`config.mk`:
```
export PLATFORM = sky130hd
export DESIGN_NAME = census_feed_ctrl
export DESIGN_NICKNAME = d
export VERILOG_FILES = /design/src/rtl/census_pkg.sv /design/src/rtl/raster_xy_cnt.sv /design/src/rtl/census_feed_ctrl.sv
export SDC_FILE = /design/constraint.sdc
export NUM_CORES = 1
export LEC_CHECK = 0
export ABC_AREA = 1
export CORE_MARGIN = 2
export CORE_UTILIZATION = 59
export DETAILED_ROUTE_END_ITERATION = 10
export HOLD_SLACK_MARGIN = 0.15
export PLACE_DENSITY = 0.85
export SLEW_MARGIN = 20
export SYNTH_ARGS = -nofsm -noshare
export SYNTH_HDL_FRONTEND = slang
export SYNTH_HIERARCHICAL = 1
export SYNTH_SLANG_ARGS = --single-unit
export TNS_END_PERCENT = 100
```
`constraint.sdc`:
```
create_clock -name clk -period 6.6 [get_ports clk]
set_input_delay 1.32 -clock clk [delete_from_list [all_inputs] [get_ports clk]]
set_output_delay 1.32 -clock clk [all_outputs]
set_load 0.02 [all_outputs]
```
`src/rtl/census_pkg.sv`:
```
// Shared definitions for the census feed controller: FSM states, default
// frame geometry and the flush-lag derivation.
package census_pkg;

  localparam int CENSUS_ROW_SZ = 320;
  localparam int CENSUS_COL_SZ = 240;

  typedef enum logic [2:0] {
    IDLE,
    WAIT_SOF,
    STREAM,
    FLUSH,
    DONE
  } state_t;

  // Two full rows plus two pixels push the last real pixel through a 3x3 window.
  function automatic int census_lag(input int row_sz);
    return 2 * row_sz + 2;
  endfunction

endpackage

```
`src/rtl/raster_xy_cnt.sv`:
```
// Raster coordinate counter: holds the (x, y) of the next pixel to issue and
// wraps column/row at the frame edges.
module raster_xy_cnt
  import census_pkg::*;
#(
  parameter int ROW_SZ = CENSUS_ROW_SZ,
  parameter int COL_SZ = CENSUS_COL_SZ
) (
  input  logic       clk,
  input  logic       reset,
  input  logic       clear,
  input  logic       advance,
  output logic [9:0] x,
  output logic [9:0] y,
  output logic       last
);

  localparam logic [9:0] X_MAX = 10'(ROW_SZ - 1);
  localparam logic [9:0] Y_MAX = 10'(COL_SZ - 1);

  logic [9:0] base_x;
  logic [9:0] base_y;

  // clear together with advance restarts at the origin and steps past it,
  // so the origin pixel itself is issued in the same cycle.
  always_comb begin
    base_x = clear ? 10'd0 : x;
    base_y = clear ? 10'd0 : y;
  end

  assign last = (x == X_MAX) && (y == Y_MAX);

  always_ff @(posedge clk) begin
    if (reset) begin
      x <= 10'd0;
      y <= 10'd0;
    end else if (advance) begin
      if (base_x == X_MAX) begin
        x <= 10'd0;
        y <= (base_y == Y_MAX) ? 10'd0 : base_y + 10'd1;
      end else begin
        x <= base_x + 10'd1;
        y <= base_y;
      end
    end else begin
      x <= base_x;
      y <= base_y;
    end
  end

endmodule

```
`src/rtl/census_feed_ctrl.sv`:
```
// Feeds one frame of source pixels into a census engine with raster
// coordinates, then flushes the window with zero pixels.
module census_feed_ctrl
  import census_pkg::*;
#(
  parameter int ROW_SZ = CENSUS_ROW_SZ,
  parameter int COL_SZ = CENSUS_COL_SZ,
  parameter int LAG    = census_lag(ROW_SZ)
) (
  input  logic        clk,
  input  logic        reset,
  input  logic        start,
  input  logic        abort,
  input  logic [7:0]  src_pix,
  input  logic        src_valid,
  input  logic        src_sof,
  output logic        src_ready,
  output logic [7:0]  cen_val,
  output logic [9:0]  cen_x,
  output logic [9:0]  cen_y,
  output logic        cen_vld,
  input  logic        cen_out_vld,
  output logic        busy,
  output logic        frame_done,
  output logic        err_sof,
  output logic [19:0] out_cnt
);

  localparam int          FW          = (LAG > 0) ? $clog2(LAG + 1) : 1;
  localparam logic [FW-1:0] FLUSH_LAST = FW'(LAG - 1);
  localparam bit          ORIGIN_LAST = (ROW_SZ == 1) && (COL_SZ == 1);
  localparam state_t      END_STATE   = (LAG == 0) ? DONE : FLUSH;
  localparam logic [19:0] CNT_MAX     = 20'hFFFFF;

  state_t        state;
  state_t        state_nxt;
  logic          accept;
  logic          issue;
  logic          issue_zero;
  logic          restart;
  logic          frame_clr;
  logic          sof_err;
  logic          done_fire;
  logic [9:0]    x;
  logic [9:0]    y;
  logic          last;
  logic [FW-1:0] flush_cnt;
  logic [19:0]   frame_cnt;
  logic [19:0]   frame_cnt_nxt;

  assign src_ready = (state == WAIT_SOF) || (state == STREAM);
  assign busy      = (state != IDLE);
  assign accept    = src_valid && src_ready;

  raster_xy_cnt #(
    .ROW_SZ (ROW_SZ),
    .COL_SZ (COL_SZ)
  ) u_xy (
    .clk     (clk),
    .reset   (reset),
    .clear   (frame_clr || restart),
    .advance (issue),
    .x       (x),
    .y       (y),
    .last    (last)
  );

  always_ff @(posedge clk) begin
    if (reset) begin
      state <= IDLE;
    end else begin
      state <= state_nxt;
    end
  end

  // Abort overrides every other transition, including the end of flush.
  always_comb begin
    state_nxt  = state;
    issue      = 1'b0;
    issue_zero = 1'b0;
    restart    = 1'b0;
    frame_clr  = 1'b0;
    sof_err    = 1'b0;
    done_fire  = 1'b0;
    if (abort) begin
      state_nxt = IDLE;
    end else begin
      case (state)
        IDLE: begin
          if (start) begin
            frame_clr = 1'b1;
            state_nxt = WAIT_SOF;
          end
        end
        WAIT_SOF: begin
          if (accept && src_sof) begin
            issue     = 1'b1;
            restart   = 1'b1;
            state_nxt = ORIGIN_LAST ? END_STATE : STREAM;
          end
        end
        STREAM: begin
          if (accept) begin
            issue = 1'b1;
            if (src_sof) begin
              restart = 1'b1;
              sof_err = 1'b1;
              if (ORIGIN_LAST) state_nxt = END_STATE;
            end else if (last) begin
              state_nxt = END_STATE;
            end
          end
        end
        FLUSH: begin
          issue      = 1'b1;
          issue_zero = 1'b1;
          if (flush_cnt == FLUSH_LAST) state_nxt = DONE;
        end
        DONE: begin
          done_fire = 1'b1;
          state_nxt = IDLE;
        end
        default: state_nxt = IDLE;
      endcase
    end
  end

  always_comb begin
    frame_cnt_nxt = frame_cnt;
    if (frame_clr) begin
      frame_cnt_nxt = 20'd0;
    end else if (busy && cen_out_vld && (frame_cnt != CNT_MAX)) begin
      frame_cnt_nxt = frame_cnt + 20'd1;
    end
  end

  always_ff @(posedge clk) begin
    if (reset) begin
      flush_cnt <= '0;
      frame_cnt <= 20'd0;
      out_cnt   <= 20'd0;
    end else begin
      flush_cnt <= (state == FLUSH) ? flush_cnt + FW'(1) : '0;
      frame_cnt <= frame_cnt_nxt;
      if (done_fire) out_cnt <= frame_cnt_nxt;
    end
  end

  // Coordinates hold between issued pixels so a stalled stream keeps its place.
  always_ff @(posedge clk) begin
    if (reset) begin
      cen_val    <= 8'd0;
      cen_x      <= 10'd0;
      cen_y      <= 10'd0;
      cen_vld    <= 1'b0;
      frame_done <= 1'b0;
      err_sof    <= 1'b0;
    end else begin
      cen_vld    <= issue;
      frame_done <= done_fire;
      err_sof    <= sof_err;
      if (issue) begin
        cen_val <= issue_zero ? 8'd0 : src_pix;
        cen_x   <= restart ? 10'd0 : x;
        cen_y   <= restart ? 10'd0 : y;
      end
    end
  end

endmodule

```
==> impl_metrics.csv, run 1 <==
group,metric,value,unit
status,status,"finished, final reports clean",
global_route,grt_start_max_net_pins,49,
sta,maxSlewHeadroom,0.279,
worst_hold_path,min-delay-start,"flush_cnt[0]",
clocking,cts_tree,"done",
detailed_routing,post_drt_wl_per_cell,14.3,um
run,drv_cap,0,
synth,synthCells,732,
synth,synth_area_per_cell,6.96,um^2
place,post-place-cells,878,
worst_setup_path,worst-setup-path-type,"in -> reg",
synth,synthFlopType,"dfxtp_1",
layout,fin_util,0.720,
layout,drive_above_1_share,0.0838,
power,pwr-share-seq,0.564,
clocking,cts.path.max_buffers,2,
power,power.switching,0.256,mW
power,combinationalPowerShare,0.057,
sta,hold_ws,491,ps
sta,fin_crit,4140,ps
synth,synth_fp_nets,752,
global_route,grt_overflow,0,
layout,layout_common_cells,"nand2_1, dfxtp_1, nor2_1, nand3_1, clkdlybuf4s50_1",
power,peakVddDrop,123,uV
layout,layout_commonest_cell,"nand2_1",
synth,synth_area_leaders,"dfxtp_1, nand2_1, nand3_1",
synth,syn-cell-area,5100,um^2
power,fin_total_pwr,1.12,mW
sta,final.setup.worst_slack,2460,ps
clocking,cts_setup_buffers,0,
synth,synth_top_area_frac,0.409,
global_route,antenna_found_initial,0,
sta,fin_setup_tns,0,ps
detailed_routing,routed_via_density,5.51,
synth,synth_cell_types,39,
floorplan,fp.dieW,96.9,um
synth,synth_edf_count,0,
floorplan,io_pins,68,
worst_setup_path,cp-end-kind,"register",
detailed_routing,via_count,4916,
sta,clock.fmax,242,MHz
power,leakage,2.28,nW
power,pwr-share-clk,0.379,
floorplan,core-area,8300,um^2
worst_setup_path,arrival,4400,ps
layout,layout.cells.non_filler,893,
floorplan,row_count,33,
place,portBuffers,67,
clocking,htreeDepth,3,
place,place_area,5760,um^2
floorplan,dieArea,9400,um^2
worst_setup_path,r2r_start,"state[2]",
layout,antenna_cells,0,
synth,ys_seq_area_frac,0.409,
layout,layout.nets,804,
power,swShare,0.229,
clocking,clk_latency,360,ps
floorplan,start_util,0.614,
sta,hold_viol_final,0,
worst_hold_path,hp-class,"reg -> reg",
detailed_routing,drt_iter0_markers,200,
power,powerDensity,187,nW/um^2
detailed_routing,routed_wl,12800,um
layout,area_delta_synth_final,17.2,%
power,intPower,0.863,mW
synth,ys_ff_latch,104,
global_route,grt_pass1_vias,4726,
place,post-place-ws,2140,ps
clocking,cts_resized,0,
detailed_routing,firstDrtPassIters,6,
sta,fin_crit_sh,0.627,
sta,worst_pin_slew,1080,ps
global_route,grt_pass1_wl,21400,um
sta,skew,8.92,ps
layout,final_cell_area,5970,um^2
place,dp_hpwl,9180,um
clocking,clkTransAtPathRegs,90,ps
synth,yosysWarnings,6,
sta,grt_setup_unrepaired,"no",
worst_setup_path,worstSetupStartpoint,"abort",
floorplan,die_h,96.9,um
sta,setup_viol,0,
clocking,clock_sinks,104,
synth,async_flop_share,0,
detailed_routing,drcViolationCount,0,
global_route,grt_use_total,0.274,
worst_setup_path,start_kind,"input port",
place,gp_congestion,0.888,
detailed_routing,ant_nets,0,
synth,yosysTopAreaCell,"dfxtp_1",
clocking,cts_hold_repair.buffers,0,
sta,drv_slew,0,
clocking,cts.root.buffer_cell,"clkbuf_8",
worst_setup_path,critPathMaxFanout,21,
worst_setup_path,crit_required,6860,ps
clocking,cts_made_buffers,9,
[worst max-delay path: stages]
cell             delay (ps)
clkdlybuf4s50_1         510
inv_1                   100
nand3_1                  90
buf_4                   260
nand2_1                 440
nor2_1                  440
ha_1                    250
nand2_1                  80
clkinv_1                 70
nand3_2                 120
nor2_8                  180
nand2_4                 110
nand2_4                 130
o21ai_2                 110
and3_1                  170
[kinds of logic after synthesis]
| group | count (synthesis) | share of synthesized area |
|---|---|---|
| AOI/OAI and AO/OA | 104 | 0.113 |
| xor gates and xnor gates | 13 | 0.0223 |
| adders and majority gates | 5 | 0.0123 |
| buffers and inverters | 103 | 0.0869 |
| DFF | 104 | 0.409 |
| and+or+nand+nor | 403 | 0.356 |
[path summary, 6_finish.rpt]
check | end | slack, ps | cells after the start
worst max-delay path | u_xy/y[0] | 2460 | 15
worst min-delay path | flush_cnt[0] | 490 | 1
worst max register to register | cen_val[1] | 3300 | 9
worst min register to register | flush_cnt[0] | 490 | 1
[per-layer routing]
| layer | wire [um] | global-route usage |
|---|---|---|
| met5 | 0 | 0 |
| met2 | 6490 | 0.486 |
| met1 | 5400 | 0.329 |
| met3 | 610 | 0.0564 |
| met4 | 308 | 0.0964 |
[cell usage after synthesis (all sizes together), types with 3 or more instances]
cell type and n:
inv 72, xnor2 5, nand2 189, nor4 3, ha 5, nand3 79
nor2 105, xor2 8, clkbuf 13, dfxtp 104, o21ai 63, nor3 13
buf 17, nand4 8, a21oi 36
[power groups by stage]
stage / registers [mW] / clock network, mW / logic (mW)
floorplan: 0.646 / 0 / 0.0414
global placement: 0.646 / 0 / 0.0607
detailed placement: 0.646 / 0 / 0.0628
CTS: 0.631 / 0.432 / 0.0632
global route: 0.632 / 0.459 / 0.0699
finish: 0.631 / 0.424 / 0.0635
[flip-flops by register name, indices dropped and copies added, names as in the netlist]
signal / cells
cen_vld: 1
cen_val: 8
flush_cnt: 10
cen_y: 10
frame_done: 1
u_xy/x: 10
frame_cnt: 20
cen_x: 10
err_sof: 1
u_xy/y: 10
out_cnt: 20
state: 3
[cell type report]
type | instances | area (um^2)
clock inverter | 5 | 82.6
timing repair buffer | 71 | 701
tap | 105 | 131
clock buffer | 10 | 128
inverter | 73 | 279
fill | 681 | 2320
sequential | 104 | 2080
multi-input combinational | 525 | 2570
Power figures use the tool's default switching activity.
==> inputs of run 2 (changes only) <==
CORE_UTILIZATION = 50   (was 59)
PLACE_DENSITY = 0.76   (was 0.85)
clock period = 3.7 ns   (was 6.6 ns; I/O delays follow)
==> run 2 against run 1 <==
Against the previous run:
- final cell count increased by 3.6%
- utilization down 10 points
- combinational power rose by 83%
- die area increased by 17%
- first-iteration DRC count fell by 8.0%
- sequential share of layout area fell by 0.48 points
- register-to-register slack worse by 2200 ps
- cell area is 1.4% higher
- clock power up 90%
- via count is 2.7% lower
- non-clock buffer count increased by 4
- critical endpoint is now u_xy/y[4]
==> impl_metrics.csv, run 2 (synthesis gave the netlist of run 1 again) <==
group,metric,value,unit
power,combinationalPowerShare,0.057,
detailed_routing,post_drt_wl_per_cell,13.7,um
layout,layout.nets,808,
floorplan,dieArea,11000,um^2
sta,fin_crit_sh,0.784,
sta,hold_viol_final,0,
run,drv_cap,0,
clocking,clkTransAtPathRegs,90,ps
sta,setup_viol,0,
power,leakage,2.31,nW
detailed_routing,firstDrtPassIters,4,
power,power.switching,0.469,mW
clocking,clock_sinks,104,
worst_setup_path,worst-setup-path-type,"in -> reg",
detailed_routing,ant_nets,0,
clocking,clk_latency,380,ps
detailed_routing,drcViolationCount,0,
floorplan,start_util,0.519,
sta,fin_setup_tns,0,ps
sta,fin_crit,2900,ps
detailed_routing,drt_iter0_markers,184,
floorplan,row_count,36,
global_route,grt_overflow,0,
worst_setup_path,max_stage_delay,500,ps
layout,reg_top3,"frame_cnt (20), out_cnt (20)",
detailed_routing,routed_wl,12700,um
power,peakVddDrop,166,uV
worst_setup_path,path_cells,"clkdlybuf4s50_1, inv_1, nand4_1, nand2_1, nor2_1, ha_1, nand2_1, clkinv_1, nand3_2, nor2_8, nand2_4, nand2_4, o21ai_2, o21ai_0, nor2_1",
place,portBuffers,67,
clocking,cts.root.buffer_cell,"clkbuf_8",
worst_hold_path,hp-class,"reg -> reg",
worst_setup_path,arrival,3170,ps
sta,drv_slew,0,
floorplan,fp.dieW,105,um
sta,skew,9.16,ps
floorplan,die_h,105,um
layout,layout_commonest_cell,"nand2_1",
clocking,cts_setup_buffers,0,
place,gp_congestion,0.943,
global_route,grt_pass1_vias,4589,
detailed_routing,via_count,4783,
worst_setup_path,start_kind,"input port",
clocking,cts_resized,0,
floorplan,io_pins,68,
status,status,"finished, final reports clean",
layout,area_delta_synth_final,18.9,%
clocking,cts.path.max_buffers,2,
clocking,cts_hold_repair.buffers,0,
worst_setup_path,critPathMaxFanout,8,
layout,final_cell_area,6060,um^2
power,powerDensity,338,nW/um^2
clocking,cts_made_buffers,9,
sta,clock.fmax,345,MHz
global_route,grt_start_max_net_pins,49,
power,swShare,0.229,
worst_setup_path,crit_required,3970,ps
power,intPower,1.58,mW
power,pwr-share-seq,0.550,
clocking,htreeDepth,3,
global_route,grt_use_total,0.239,
layout,layout_common_cells,"nand2_1, dfxtp_1, nor2_1, nand3_1, clkdlybuf4s50_1",
power,pwr-share-clk,0.393,
place,place_area,5830,um^2
sta,worst_pin_slew,958,ps
place,dp_hpwl,9210,um
floorplan,core-area,9820,um^2
worst_setup_path,cp-end-kind,"register",
detailed_routing,routed_via_density,5.17,
worst_setup_path,crit_slowest_cell,"clkdlybuf4s50_1",
sta,maxSlewHeadroom,0.361,
layout,antenna_cells,0,
global_route,grt_pass1_wl,21600,um
clocking,cts_tree,"done",
global_route,antenna_found_initial,0,
sta,grt_setup_unrepaired,"no",
layout,drive_above_1_share,0.0896,
-- run 2: cell type report --
class | count | area, um^2
inverters | 73 | 279
clock buffers | 11 | 151
repair buffers | 75 | 731
clock inverters | 4 | 76.3
multi-input cells | 525 | 2570
fillers | 935 | 3760
well taps | 133 | 166
flip-flops and latches | 104 | 2080
-- run 2: stage by stage --
step | hold slack [ps] | instances | power, mW | setup slack, ps | util
global route | 512 | 925 | 2.12 | 590 | 0.617
CTS | 480 | 925 | 2.06 | 817 | 0.617
global placement | 447 | 910 | 1.26 | 514 | 0.594
detailed placement | 464 | 910 | 1.27 | 425 | 0.594
finish | 479 | 925 | 2.05 | 798 | 0.617
floorplan | 433 | 732 | 1.23 | 764 | -
-- run 2: worst max-delay path, delay by kind of cell --
family / cells / cell delay [ps]
compound gates: 2 / 220
fa+ha+maj: 1 / 230
buf+inv: 3 / 680
simple gates: 9 / 1310
-- run 2: metal layers --
layer  track usage  share of wire
met2         0.420           0.50
met1         0.289           0.44
met4        0.0962          0.024
met5             0              0
met3        0.0387          0.038
-- run 2: final timing paths --
check / start / end / slack [ps] / cells past startpoint
max: abort / u_xy/y[4] / 800 / 15
min: flush_cnt[9] / flush_cnt[9] / 480 / 2
max reg2reg: state[2] / u_xy/y[4] / 1060 / 16
min reg2reg: flush_cnt[9] / flush_cnt[9] / 480 / 2
-- run 2: power groups by stage --
| stage | clock [mW] | combinational [mW] | sequential [mW] |
|---|---|---|---|
| 2_1_floorplan | 0 | 0.0739 | 1.15 |
| 3_3_place_gp | 0 | 0.112 | 1.15 |
| 3_5_place_dp | 0 | 0.115 | 1.15 |
| 4_1_cts | 0.822 | 0.116 | 1.13 |
| 5_1_grt | 0.869 | 0.126 | 1.13 |
| 6_report | 0.806 | 0.116 | 1.13 |
